[src/rtl/mux_pkg.sv]
// Shared helpers for the mux/demux family: channel-index width sizing.
package mux_pkg;

  // Never returns 0, so a select port always has at least one bit.
  function automatic int unsigned sel_width(input int unsigned n);
    return (n <= 2) ? 1 : $clog2(n);
  endfunction

endpackage

[src/rtl/rr_mux_arbiter.sv]
// Rotating-priority arbiter: grants the first requester at or after ptr,
// then moves ptr just past the winner when the grant is consumed.
module rr_arbiter
  import mux_pkg::*;
#(
  parameter int unsigned NUMIN  = 16,
  parameter int unsigned SWIDTH = sel_width(NUMIN)
) (
  input  logic              clk,
  input  logic              rst,
  input  logic [NUMIN-1:0]  req,
  input  logic              advance,
  output logic              gnt_v,
  output logic [SWIDTH-1:0] gnt_idx
);

  localparam logic [SWIDTH-1:0] LAST = SWIDTH'(NUMIN - 1);

  logic [SWIDTH-1:0] ptr;
  logic [SWIDTH-1:0] idx;

  // Walk once around the ring starting at ptr, wrapping at NUMIN-1.
  always_comb begin
    gnt_v   = 1'b0;
    gnt_idx = '0;
    idx     = ptr;
    for (int unsigned k = 0; k < NUMIN; k++) begin
      if (!gnt_v && req[idx]) begin
        gnt_v   = 1'b1;
        gnt_idx = idx;
      end
      idx = (idx == LAST) ? '0 : idx + SWIDTH'(1);
    end
  end

  always_ff @(posedge clk or posedge rst) begin
    if (rst) begin
      ptr <= '0;
    end else if (advance && gnt_v) begin
      ptr <= (gnt_idx == LAST) ? '0 : gnt_idx + SWIDTH'(1);
    end
  end

endmodule

[src/rtl/rr_mux.sv]
// N-to-1 round-robin mux: per-channel one-entry holding registers drained
// into a registered, source-tagged output stream with backpressure.
module rr_mux
  import mux_pkg::*;
#(
  parameter int unsigned NUMIN  = 16,
  parameter int unsigned DWIDTH = 14,
  parameter int unsigned SWIDTH = sel_width(NUMIN)
) (
  input  logic                    clk,
  input  logic                    rst,
  input  logic [NUMIN*DWIDTH-1:0] din_vec,
  input  logic [NUMIN-1:0]        din_vec_v,
  output logic [NUMIN-1:0]        din_vec_rdy,
  output logic [DWIDTH-1:0]       dout,
  output logic                    dout_v,
  output logic [SWIDTH-1:0]       dout_sel,
  input  logic                    dout_rdy
);

  logic [DWIDTH-1:0] hold [NUMIN];
  logic [NUMIN-1:0]  full;
  logic              out_free;
  logic              gnt_v;
  logic [SWIDTH-1:0] gnt_idx;
  logic              grant;

  assign din_vec_rdy = ~full & {NUMIN{~rst}};
  assign out_free    = !dout_v || dout_rdy;
  assign grant       = out_free && gnt_v;

  rr_arbiter #(
    .NUMIN  (NUMIN),
    .SWIDTH (SWIDTH)
  ) u_arb (
    .clk     (clk),
    .rst     (rst),
    .req     (full),
    .advance (out_free),
    .gnt_v   (gnt_v),
    .gnt_idx (gnt_idx)
  );

  // A granted channel is full, so its rdy is low and it cannot capture
  // in the same edge; clear and capture never collide.
  always_ff @(posedge clk or posedge rst) begin
    if (rst) begin
      full <= '0;
      for (int unsigned i = 0; i < NUMIN; i++) hold[i] <= '0;
    end else begin
      for (int unsigned i = 0; i < NUMIN; i++) begin
        if (grant && (gnt_idx == SWIDTH'(i))) begin
          full[i] <= 1'b0;
        end else if (din_vec_v[i] && din_vec_rdy[i]) begin
          full[i] <= 1'b1;
          hold[i] <= din_vec[i*DWIDTH +: DWIDTH];
        end
      end
    end
  end

  always_ff @(posedge clk or posedge rst) begin
    if (rst) begin
      dout     <= '0;
      dout_sel <= '0;
      dout_v   <= 1'b0;
    end else if (out_free) begin
      if (gnt_v) begin
        dout     <= hold[gnt_idx];
        dout_sel <= gnt_idx;
        dout_v   <= 1'b1;
      end else begin
        dout_v   <= 1'b0;
      end
    end
  end

endmodule

[config.mk]
export PLATFORM = sky130hd
export DESIGN_NAME = rr_mux
export DESIGN_NICKNAME = d
export VERILOG_FILES = /design/src/rtl/mux_pkg.sv /design/src/rtl/rr_mux_arbiter.sv /design/src/rtl/rr_mux.sv
export SDC_FILE = /design/constraint.sdc
export NUM_CORES = 1
export LEC_CHECK = 0
export CAP_MARGIN = 20
export CORE_AREA = 2 2 169 171
export CTS_BUF_LIST = sky130_fd_sc_hd__clkbuf_4
export CTS_CLUSTER_SIZE = 20
export DETAILED_ROUTE_END_ITERATION = 16
export DIE_AREA = 0 0 171 173
export PLACE_DENSITY = 0.87
export SYNTH_ARGS = -nofsm -noshare
export SYNTH_HDL_FRONTEND = slang
export SYNTH_SLANG_ARGS = --single-unit
[constraint.sdc]
create_clock -name clk -period 10.5 [get_ports clk]
set_input_delay 2.1 -clock clk [delete_from_list [all_inputs] [get_ports clk]]
set_output_delay 2.1 -clock clk [all_outputs]
set_load 0.1 [all_outputs]
==> impl_metrics.csv, run 1 <==
group,metric,value,unit
outcome,status,"completed",
route,routed_via_density,6.15,
sta,relSlewSlack,0.229,
setup_path,cp-end-kind,"register",
setup_path,rr_worst_depth,19,
global_routing,grt_use_total,0.320,
floorplan,start_util,0.548,
setup_path,criticalPathCategory,"reg2reg",
synth,synth.yosys.seq_area_share,0.435,
floorplan,ios,278,
synth,yosysTopAreaCell,"dfrtp_1",
synth,yosys-top-cells-area,"dfrtp_1 43%, mux2_2 19%, mux2i_1 10%",
synth,postSynthAreaPerCell,12.5,µm²
clocking,cts.repair.resized,0,
route,vias,11838,
place,gp_routability_congestion,1.02,
job,cap_viol_max_count,0,
clocking,cts_tree,"built",
synth,ys_warn_count,0,
layout,nets,1750,
floorplan,dieArea,29600,µm²
route,wl,47000,µm
place,dpl.hpwl,35100,µm
setup_path,r2r-start,"u_arb.ptr[0]",
sta,worst_slew_pin_slew,1.15,ns
route,wl_per_cell,24.4,µm
hold_path,whs_path_depth,2,
setup_path,crit_path_max_incr_delay,0.86,ns
layout,drive_above_1_share,0.287,
route,drc,0,
synth,synthArstFlopShare,1.00,
global_routing,overflow,0,
setup_path,critical_path_peak_fanout,54,
layout,area_delta_synth_final,24.9,%
global_routing,grt_max_degree,130,
clocking,clockBufferDepth,3,
setup_path,startpoint_type,"register",
clocking,htree_levels,3,
sta,period_share,0.840,
sta,rsz0062_at_grt,"no",
setup_path,required,11.04,ns
sta,fmax,0.113,GHz
global_routing,grt_pass1_wl,71900,µm
setup_path,crit_slowest_cell,"dfrtp_1",
synth,synth_cell_types,84,
hold_path,whs_endpoint,"dout_sel[0]",
setup_path,worstReg2RegEnd,"hold[139]",
floorplan,rows,61,
synth,yosys.area.top_type_share,0.435,
route,first_pass_iters,5,
clocking,post-cts-setup-buffers,0,
sta,clock_skew,0.0484,ns
floorplan,die_x,171,µm
synth,netlist_area,15100,µm²
synth,synth_cells,1213,
global_routing,grt_antenna_before_repair,5,
hold_path,hold_class,"reg2reg",
clocking,insertion_delay,0.70,ns
clocking,cts_hold_buffers,0,
route,antenna_left,0,
sta,period_needed,8.82,ns
layout,nFillCells,2009,
sta,fin_setup_tns,0,ns
setup_path,arrival,9.35,ns
floorplan,core,27600,µm²
setup_path,cp_cell_sequence,"ha_1 > a31o_2 > mux2i_1 > mux2i_1 > mux4_2 > nor3b_1 > nand2b_1 > a2111oi_4 > nor4b_4 > nand2_2 > nor3_4 > nand3b_2 > or4_1 > nand4_4 > buf_4 > ha_1 > nand2_2 > o211ai_2 > mux2_2",
layout,final_common_cell,"clkdlybuf4s50_1",
setup_path,rrSetupSlack,1.68,ns
floorplan,die_h,173,µm
layout,final_cell_mix,"277 x clkdlybuf4s50_1, 263 x dfrtp_1, 260 x mux2_2",
synth,syn_nets,1464,
clocking,cts_buffers,67,
synth,synth_edf_count,0,
sta,finalSetupViolCount,0,
global_routing,grt_pass1_vias,12463,
synth,synthFlopType,"dfrtp_1",
sta,maxSlewViolCount,0,
sta,hold_viol,0,
clocking,clkTransAtPathRegs,0.07,ns
synth,synth_seq_cells,263,
hold_path,hold_path.startpoint,"dout_sel[0]",
place,portBuffers,277,
route,first_iter_violations,1036,
clocking,root_buffer,"clkbuf_4",
clocking,clock_sinks,263,
[worst max path at each step]
stage,slack [ns],from,to,cells past startpoint
floorplan,0.80,rst,dout[0],3
global placement,2.11,u_arb.ptr[0],hold[136],19
detailed placement,1.87,u_arb.ptr[0],hold[132],19
CTS,1.83,u_arb.ptr[0],hold[139],19
global route,1.31,u_arb.ptr[0],hold[77],19
finish,1.68,u_arb.ptr[0],hold[139],19
[cell families after synthesis]
| kind of cell | count (synthesis) | share of synthesized area |
|---|---|---|
| muxes | 466 | 0.350 |
| DFF | 263 | 0.435 |
| AOI/OAI and AO/OA | 196 | 0.102 |
| and+or+nand+nor | 182 | 0.0604 |
| buffers and inverters | 87 | 0.0341 |
| xor gates and xnor gates | 11 | 0.0121 |
| adders and majority gates | 8 | 0.00661 |
[cell usage after synthesis (3+ instances only)]
cell type    n
a211oi_1     8
a21o_1       5
a21oi_1     21
a221oi_1     5
a31oi_1     20
and2_1       4
buf_1        4
buf_2       25
buf_4       21
buf_6        9
clkbuf_1    13
dfrtp_1    263
ha_1         8
inv_1       13
mux2_1      27
mux2_2     260
mux2i_1    156
mux4_2      21
nand2_1     48
nand2_2      3
nand2b_1    12
nand3_1      8
nor2_1      62
nor2b_1     10
nor3_1       6
nor3b_1      3
nor4_1       3
o211a_1      3
o211a_2      4
o211ai_1     8
o211ai_2     8
o211ai_4     4
o21a_1       5
o21ai_0     36
o21ai_1      4
o22a_1      31
o22ai_1      3
o31ai_1      3
or3_1        3
xnor2_1      4
[stage by stage]
stage	setup slack (ns)	hold slack, ns	util	instances	cell area [µm²]
2_1_floorplan	0.796	0.458	-	1213	15100
3_3_place_gp	2.11	0.463	0.653	1807	18000
3_5_place_dp	1.87	0.469	0.653	1807	18000
4_1_cts	1.83	0.483	0.683	1919	18900
5_1_grt	1.31	0.497	0.684	1924	18900
6_report	1.68	0.483	0.684	1926	18900
[state kept, by name (all words and copies together), names as in the netlist]
signal and cells:
full 16, u_arb.ptr 4, dout_sel 4, dout_v 1, dout 14, hold 224
[layer usage]
layer | share of wire | up-vias | track usage
met1 | 0.37 | 5934 | 0.382
li1 | - | 5155 | -
met4 | 0.045 | 2 | 0.135
met5 | 0.00028 | - | 0
met3 | 0.082 | 125 | 0.0817
met2 | 0.50 | 622 | 0.548
[cell type report]
class,count,area (µm²),area share
Timing Repair Buffer,290,2870,0.152
Sequential cell,263,6580,0.348
Multi-Input combinational cell,863,8070,0.427
Tap cell,378,473,0.0250
Clock inverter,20,145,0.00768
Clock buffer,92,691,0.0365
Inverter,14,60.1,0.00318
Antenna cell,6,15.0,0.000794
[critical path: cells and delay by family, from the launching register on]
kind | cells | cell delay [ns]
compound gates | 3 | 1.98
buf+inv | 1 | 0.64
simple gates | 9 | 2.65
flops | 1 | 0.86
fa+ha+maj | 2 | 1.05
mux | 4 | 1.46
Power of run 1 is left out: the tool's default activity adds up to more than one toggle a clock period on the data nets, which glitch-free logic cannot reach.
==> run 2: changes to the inputs <==
--- a/config.mk
+++ b/config.mk
@@ -6,12 +6,12 @@
 export NUM_CORES = 1
 export LEC_CHECK = 0
 export CAP_MARGIN = 20
-export CORE_AREA = 2 2 169 171
+export CORE_AREA = 2 2 177 179
 export CTS_BUF_LIST = sky130_fd_sc_hd__clkbuf_4
 export CTS_CLUSTER_SIZE = 20
 export DETAILED_ROUTE_END_ITERATION = 16
-export DIE_AREA = 0 0 171 173
-export PLACE_DENSITY = 0.87
+export DIE_AREA = 0 0 179 181
+export PLACE_DENSITY = 0.83
 export SYNTH_ARGS = -nofsm -noshare
 export SYNTH_HDL_FRONTEND = slang
 export SYNTH_SLANG_ARGS = --single-unit
==> constraint.sdc (replaced) <==
create_clock -name clk -period 7.1 [get_ports clk]
set_input_delay 1.42 -clock clk [delete_from_list [all_inputs] [get_ports clk]]
set_output_delay 1.42 -clock clk [all_outputs]
set_load 0.1 [all_outputs]
==> impl_metrics.csv, run 2 (synthesis results as in run 1) <==
group,metric,value,unit
global_routing,grt_pass1_vias,12253,
sta,rsz0062_at_grt,"no",
sta,fin_setup_tns,0,ns
clocking,clock_sinks,263,
job,cap_viol_max_count,0,
layout,layout.area.seq,6580,µm²
clocking,root_buffer,"clkbuf_4",
route,first_iter_violations,927,
global_routing,grt_max_degree,172,
sta,clock_skew,0.0361,ns
layout,largest-register,"hold",
sta,hold_viol,0,
setup_path,critical_path_peak_fanout,15,
floorplan,ios,278,
layout,post-route-cell-area,19500,µm²
layout,final_util,0.641,
floorplan,dieArea,32400,µm²
clocking,post-cts-setup-buffers,0,
route,routed_via_density,5.86,
setup_path,cp-end-kind,"register",
setup_path,required,7.64,ns
clocking,cts_tree,"built",
sta,relSlewSlack,0.248,
clocking,htree_levels,3,
layout,multi_input_area,8070,µm²
sta,maxSlewViolCount,0,
setup_path,criticalPathCategory,"reg2reg",
clocking,cts.repair.resized,0,
floorplan,rows,64,
route,wl_per_cell,23.3,µm
layout,area_delta_synth_final,28.6,%
sta,period_share,0.935,
clocking,clockBufferDepth,3,
layout,drive_above_1_share,0.314,
global_routing,overflow,0,
setup_path,arrival,7.18,ns
place,place_area,18700,µm²
sta,period_needed,6.64,ns
floorplan,die_h,181,µm
clocking,cts_hold_buffers,0,
layout,final_cell_mix,"277 x clkdlybuf4s50_1, 263 x dfrtp_1, 260 x mux2_2",
route,drc,0,
clocking,insertion_delay,0.68,ns
outcome,status,"completed",
floorplan,start_util,0.499,
sta,finalSetupViolCount,0,
sta,fmax,0.151,GHz
clocking,cts_buffers,68,
route,vias,11712,
route,antenna_left,0,
layout,nets,1811,
floorplan,die_x,179,µm
place,gp_routability_congestion,0.966,
hold_path,hold_class,"reg2reg",
route,first_pass_iters,6,
clocking,clkTransAtPathRegs,0.06,ns
floorplan,core,30300,µm²
layout,final_common_cell,"clkdlybuf4s50_1",
place,portBuffers,277,
global_routing,grt_pass1_wl,70700,µm
global_routing,grt_use_total,0.290,
place,dpl.hpwl,35700,µm
layout,largest_register_ffs,224,
layout,largestRegisters,"hold: 224 flops, full: 16 flops, dout: 14 flops",
setup_path,startpoint_type,"register",
layout,nFillCells,2211,
global_routing,grt_antenna_before_repair,7,
sta,worst_slew_pin_slew,1.12,ns
route,wl,46500,µm
run 2: metrics by stage:
step,hold slack [ns],std cells,setup slack (ns)
6_report,0.486,1997,0.464
5_1_grt,0.504,1996,0.139
4_1_cts,0.490,1992,0.528
3_5_place_dp,0.476,1885,0.562
3_3_place_gp,0.467,1885,0.514
2_1_floorplan,0.458,1213,0.676
run 2: layout make-up:
class,count,share of cell area
Clock inverter,6,0.00116
Timing Repair Buffer,350,0.179
Antenna cell,4,0.000514
Multi-Input combinational cell,863,0.414
Tap cell,396,0.0254
Inverter,14,0.00289
Sequential cell,263,0.338
Clock buffer,101,0.0389
run 2: worst paths after layout:
| path | depth (start not counted) | start | endpoint | slack, ns |
|---|---|---|---|---|
| worst max register to register | 18 | u_arb.ptr[0] | hold[191] | 0.46 |
| worst min-delay path | 1 | hold[173] | hold[173] | 0.49 |
| max in group asynchronous | 3 | rst | hold[206] | 4.35 |
| worst min register to register | 1 | hold[173] | hold[173] | 0.49 |
| worst max-delay path | 18 | u_arb.ptr[0] | hold[191] | 0.46 |
| min in group asynchronous | 3 | rst | hold[121] | 1.95 |
run 2: worst max-delay path, stage by stage, from the launching register on:
cell and delay [ns]:
dfrtp_1 0.37, ha_1 0.53, xor3_4 0.59, xnor2_4 0.36, mux2i_1 0.43, or2_1 0.22, a21oi_1 0.12, or3_4 0.45
a2111oi_4 0.39, nor4b_4 0.34, nor2b_1 0.50, nand4b_1 0.19, a311o_1 0.17, a2bb2oi_4 0.29, inv_1 0.16, ha_1 0.22
nand2_2 0.24, o211a_2 0.53, mux2_2 0.40
run 2: routing by layer:
metal  wire length (µm)  vias up  track usage
met3               3120      116       0.0644
li1                   -     5245            -
met1              18400     5860        0.364
met5                 45        -            0
met2              22900      485        0.480
met4               2000        6        0.127
Power of run 2 is left out for the same reason.
==> run 3: changes to the inputs <==
--- a/config.mk
+++ b/config.mk
@@ -5,7 +5,7 @@
 export SDC_FILE = /design/constraint.sdc
 export NUM_CORES = 1
 export LEC_CHECK = 0
-export CAP_MARGIN = 20
+export CAP_MARGIN = 5
 export CORE_AREA = 2 2 177 179
 export CTS_BUF_LIST = sky130_fd_sc_hd__clkbuf_4
 export CTS_CLUSTER_SIZE = 20
==> impl_metrics.csv, run 3 (synthesis results as in run 1) <==
group,metric,value,unit
layout,nets,1810,
layout,multi_input_area,8070,µm²
global_routing,grt_max_degree,172,
clocking,cts.repair.resized,0,
setup_path,required,7.64,ns
clocking,htree_levels,3,
route,wl_per_cell,23.2,µm
layout,largest-register,"hold",
sta,maxSlewViolCount,0,
sta,relSlewSlack,0.220,
sta,finalSetupViolCount,0,
clocking,clkTransAtPathRegs,0.06,ns
global_routing,grt_pass1_vias,12253,
setup_path,crit_path_frequent_cell,"ha_1",
layout,largest_register_ffs,224,
layout,post-route-cell-area,19400,µm²
place,gp_routability_congestion,0.966,
sta,period_share,0.936,
setup_path,critPathBufInv,1,
place,place_area,18700,µm²
sta,hold_viol,0,
floorplan,ios,278,
route,first_iter_violations,892,
layout,drive_above_1_share,0.314,
clocking,cts_tree,"built",
clocking,cts_hold_buffers,0,
route,wl,46400,µm
clocking,clock_sinks,263,
job,cap_viol_max_count,0,
global_routing,overflow,0,
setup_path,arrival,7.18,ns
sta,fmax,0.151,GHz
setup_path,cp_cell_sequence,"ha_1 > xor3_4 > xnor2_4 > mux2i_1 > or2_1 > a21oi_1 > or3_4 > a2111oi_4 > nor4b_4 > nor2b_1 > nand4b_1 > a311o_1 > a2bb2oi_4 > inv_1 > ha_1 > nand2_2 > o211a_2 > mux2_2",
clocking,root_buffer,"clkbuf_4",
route,vias,11687,
hold_path,hold_class,"reg2reg",
place,portBuffers,277,
outcome,status,"completed",
place,dpl.hpwl,35700,µm
route,antenna_left,0,
setup_path,critical_path_peak_fanout,15,
sta,clock_skew,0.0318,ns
floorplan,start_util,0.499,
layout,nFillCells,2215,
global_routing,grt_pass1_wl,70700,µm
layout,largestRegisters,"hold: 224 flops, full: 16 flops, dout: 14 flops",
clocking,cts_buffers,68,
setup_path,crit_path_max_incr_delay,0.59,ns
route,routed_via_density,5.86,
global_routing,grt_antenna_before_repair,7,
clocking,clockBufferDepth,3,
sta,worst_slew_pin_slew,1.17,ns
floorplan,die_h,181,µm
clocking,insertion_delay,0.68,ns
route,drc,0,
layout,layout.area.seq,6580,µm²
setup_path,startpoint_type,"register",
layout,final_cell_mix,"277 x clkdlybuf4s50_1, 263 x dfrtp_1, 260 x mux2_2",
layout,final_common_cell,"clkdlybuf4s50_1",
floorplan,die_x,179,µm
setup_path,crit_family,"simple AND/OR/NAND/NOR gates",
floorplan,rows,64,
setup_path,cp-end-kind,"register",
setup_path,crit_slowest_cell,"xor3_4",
global_routing,grt_use_total,0.290,
sta,period_needed,6.64,ns
floorplan,core,30300,µm²
layout,area_delta_synth_final,28.5,%
clocking,post-cts-setup-buffers,0,
sta,fin_setup_tns,0,ns
setup_path,criticalPathCategory,"reg2reg",
route,first_pass_iters,5,
layout,final_util,0.641,
floorplan,dieArea,32400,µm²
sta,rsz0062_at_grt,"no",
==> run 3: metrics by stage <==
stage,instances,worst slack [ns],hold slack [ns]
after CTS,1992,0.528,0.490
after global routing,1995,0.139,0.504
after detailed placement,1885,0.562,0.476
final,1996,0.456,0.487
after floorplan,1213,0.676,0.458
after global placement,1885,0.514,0.467
==> run 3: worst paths after layout <==
path,end,slack (ns),from,cells past startpoint
hold reg to reg,hold[173],0.49,hold[173],1
setup / recovery,hold[191],0.46,u_arb.ptr[0],18
hold / removal,hold[173],0.49,hold[173],1
max in group asynchronous,hold[44],4.13,rst,3
min in group asynchronous,dout[9],1.99,rst,3
setup reg to reg,hold[191],0.46,u_arb.ptr[0],18
==> run 3: per-layer routing <==
metal | part of all wire | wire length, µm | track usage
met5 | 0.00097 | 45 | 0
met4 | 0.043 | 1980 | 0.127
met3 | 0.063 | 2930 | 0.0644
met2 | 0.49 | 22900 | 0.480
met1 | 0.40 | 18600 | 0.364
==> run 3: area by class of cell <==
class,count,share of cell area
multi-input combinational,863,0.415
sequential,263,0.339
timing repair buffer,349,0.178
clock buffer,101,0.0390
tap,396,0.0255
inverter,14,0.00290
clock inverter,6,0.00116
antenna,4,0.000515
Power of run 3 is left out for the same reason.
==> variant: new RTL, flow settings as in run 3 <==
Change the parameter `DWIDTH` from 14 to 10.
--- a/src/rtl/rr_mux.sv
+++ b/src/rtl/rr_mux.sv
@@ -4,7 +4,7 @@
   import mux_pkg::*;
 #(
   parameter int unsigned NUMIN  = 16,
-  parameter int unsigned DWIDTH = 14,
+  parameter int unsigned DWIDTH = 10,
   parameter int unsigned SWIDTH = sel_width(NUMIN)
 ) (
   input  logic                    clk,
Interface: changed (resized din_vec and dout); port bits go from 278 to 210. The function was not compared with the original's and may differ.
==> variant against run 3 <==
Sequential cell count down 68. Cell area down 22%. Wire length down 9.9%. Global-route usage down 3.0 points. Non-clock buffer count down 70. Die area unchanged. Highest routed layer is now met4. Worst setup slack worse by 0.049 ns. Final cell count down 13%. Synthesized area down 20%.
Power is not shown: default switching activity piles up to over one toggle a cycle in this logic, so the estimate is an artifact.
==> variant: results (changes against run 3) <==
metric,value,unit,change
ant diodes,1,,-3
Non-clk invs,23,,+9
area of the multi-input gates,6810,um2,-16%
Non-Clock Buffer Count,279,,-20%
Tot GR Track Use,0.260,,-0.0305
Max H-tree Level,4,,+1
initial antenna violation count,2,,-5
fillers,2609,,+18%
"Distinct cells, synth",95,,+13%
clk_lat worst skew,0.63,ns,-0.05 ns
clk_skew,0.0348,ns,+0.00296 ns
post-synthesis xor/xnor area fraction,0.0123,,+0.000250
drt pass-1 iters,6,,+1
status,finished clean,,
post-synthesis mux area share,0.297,,-0.0537
Worst-Margin Slew,1.09,ns,-0.0778 ns
"FF+latch count, synth",195,,-26%
Reg2Reg Depth,22,,+4
share of cells above drive strength 1,0.243,,-0.0706
deepest clock path buffer count,2,,-1
largest net degree at the start of global routing,124,,-28%
nets@finish,1514,,-16%
Synth area leaders,"dfrtp_1 40%, mux2_2 13%, mux2i_1 9.4%",,
Vias,10300,,-12%
clock buffer count,18,,-82%
ClkCell Share,0.0191,,-0.0211
initial DRC count,891,,-0.11%
Synth Area in Compound Gates,0.134,,+0.0326
port buffer count,209,,-25%
sequential area share after synthesis,0.404,,-0.0311
global-route wire length before repair,63000,um,-11%
sequential cell area share,0.321,,-0.0179
Post-Syn Nets,1281,,-13%
Worst-path clk slew,0.18,ns,+0.12 ns
Largest regs,"hold x160, full x16, dout x10",,
Multi-In Gates,811,,-6.0%
CP max FO,31,,+16
arrival time at the worst endpoint,7.18,ns,about the same
cts bufs inserted,17,,-75%
gpl congestion,0.949,,-1.8%
Synth top cells by count,"195 x dfrtp_1, 144 x mux2_2, 113 x mux2i_1",,
Post-synth top flop,dfrtp_1,,
post-synthesis adder-cell area fraction,0.00828,,+0.00167
Wirelength per Cell,24.1,um,+3.5%
non-clock buffer share of cell area,0.174,,-0.00314
DP HPWL,32500,um,-8.8%
Crit-path slowest cell,mux4_2,,
==> variant: changes by cell type in the layout (fill, tap and decap cells not counted), sizes merged, moves of 14 or more <==
cell           before  now
o22ai               3   45
nor2               63   83
nand2              51   69
clkdlybuf4s50     277  209
clkbuf            101   18
a21oi              21   42
dfrtp             263  195
a31oi              22    8
mux2i             158  115
o22a               31    1
mux2              287  170
nand3               9   23
==> variant: per-stage QoR <==
stage / instances / setup WS, ns / area (um2) / utilization / hold WS [ns]
floorplan: 1094 / 0.0219 / 12100 / - / 0.457
global placement: 1699 / 0.232 / 14900 / 0.490 / 0.468
detailed placement: 1699 / 0.251 / 14900 / 0.490 / 0.478
CTS: 1731 / 0.171 / 15200 / 0.500 / 0.510
global route: 1737 / 0.0602 / 15200 / 0.502 / 0.522
finish: 1737 / 0.408 / 15200 / 0.502 / 0.505
==> variant: final timing paths <==
kind | from | end | slack [ns]
worst min-delay path | hold[75]$_DFFE_PP0P_ | hold[75]$_DFFE_PP0P_ | 0.50
min in group asynchronous | rst | full[10]$_DFFE_PP0P_ | 1.84
worst max-delay path | u_arb.ptr[1]$_DFFE_PP0P_ | dout[1]$_DFFE_PP0P_ | 0.41
worst min register to register | hold[75]$_DFFE_PP0P_ | hold[75]$_DFFE_PP0P_ | 0.50
worst max register to register | u_arb.ptr[1]$_DFFE_PP0P_ | dout[1]$_DFFE_PP0P_ | 0.41
max in group asynchronous | rst | hold[146]$_DFFE_PP0P_ | 4.11
==> variant: metal layers <==
metal,vias up,track usage,share of wire
li1,4593,-,-
met1,5126,0.326,0.40
met2,516,0.430,0.48
met3,89,0.0541,0.078
met4,0,0.116,0.042
met5,-,0,0
==> variant: repair_timing <==
item,CTS,global route
setup buffers,0,5
resized for setup,0,5
setup endpoints to repair,0,120
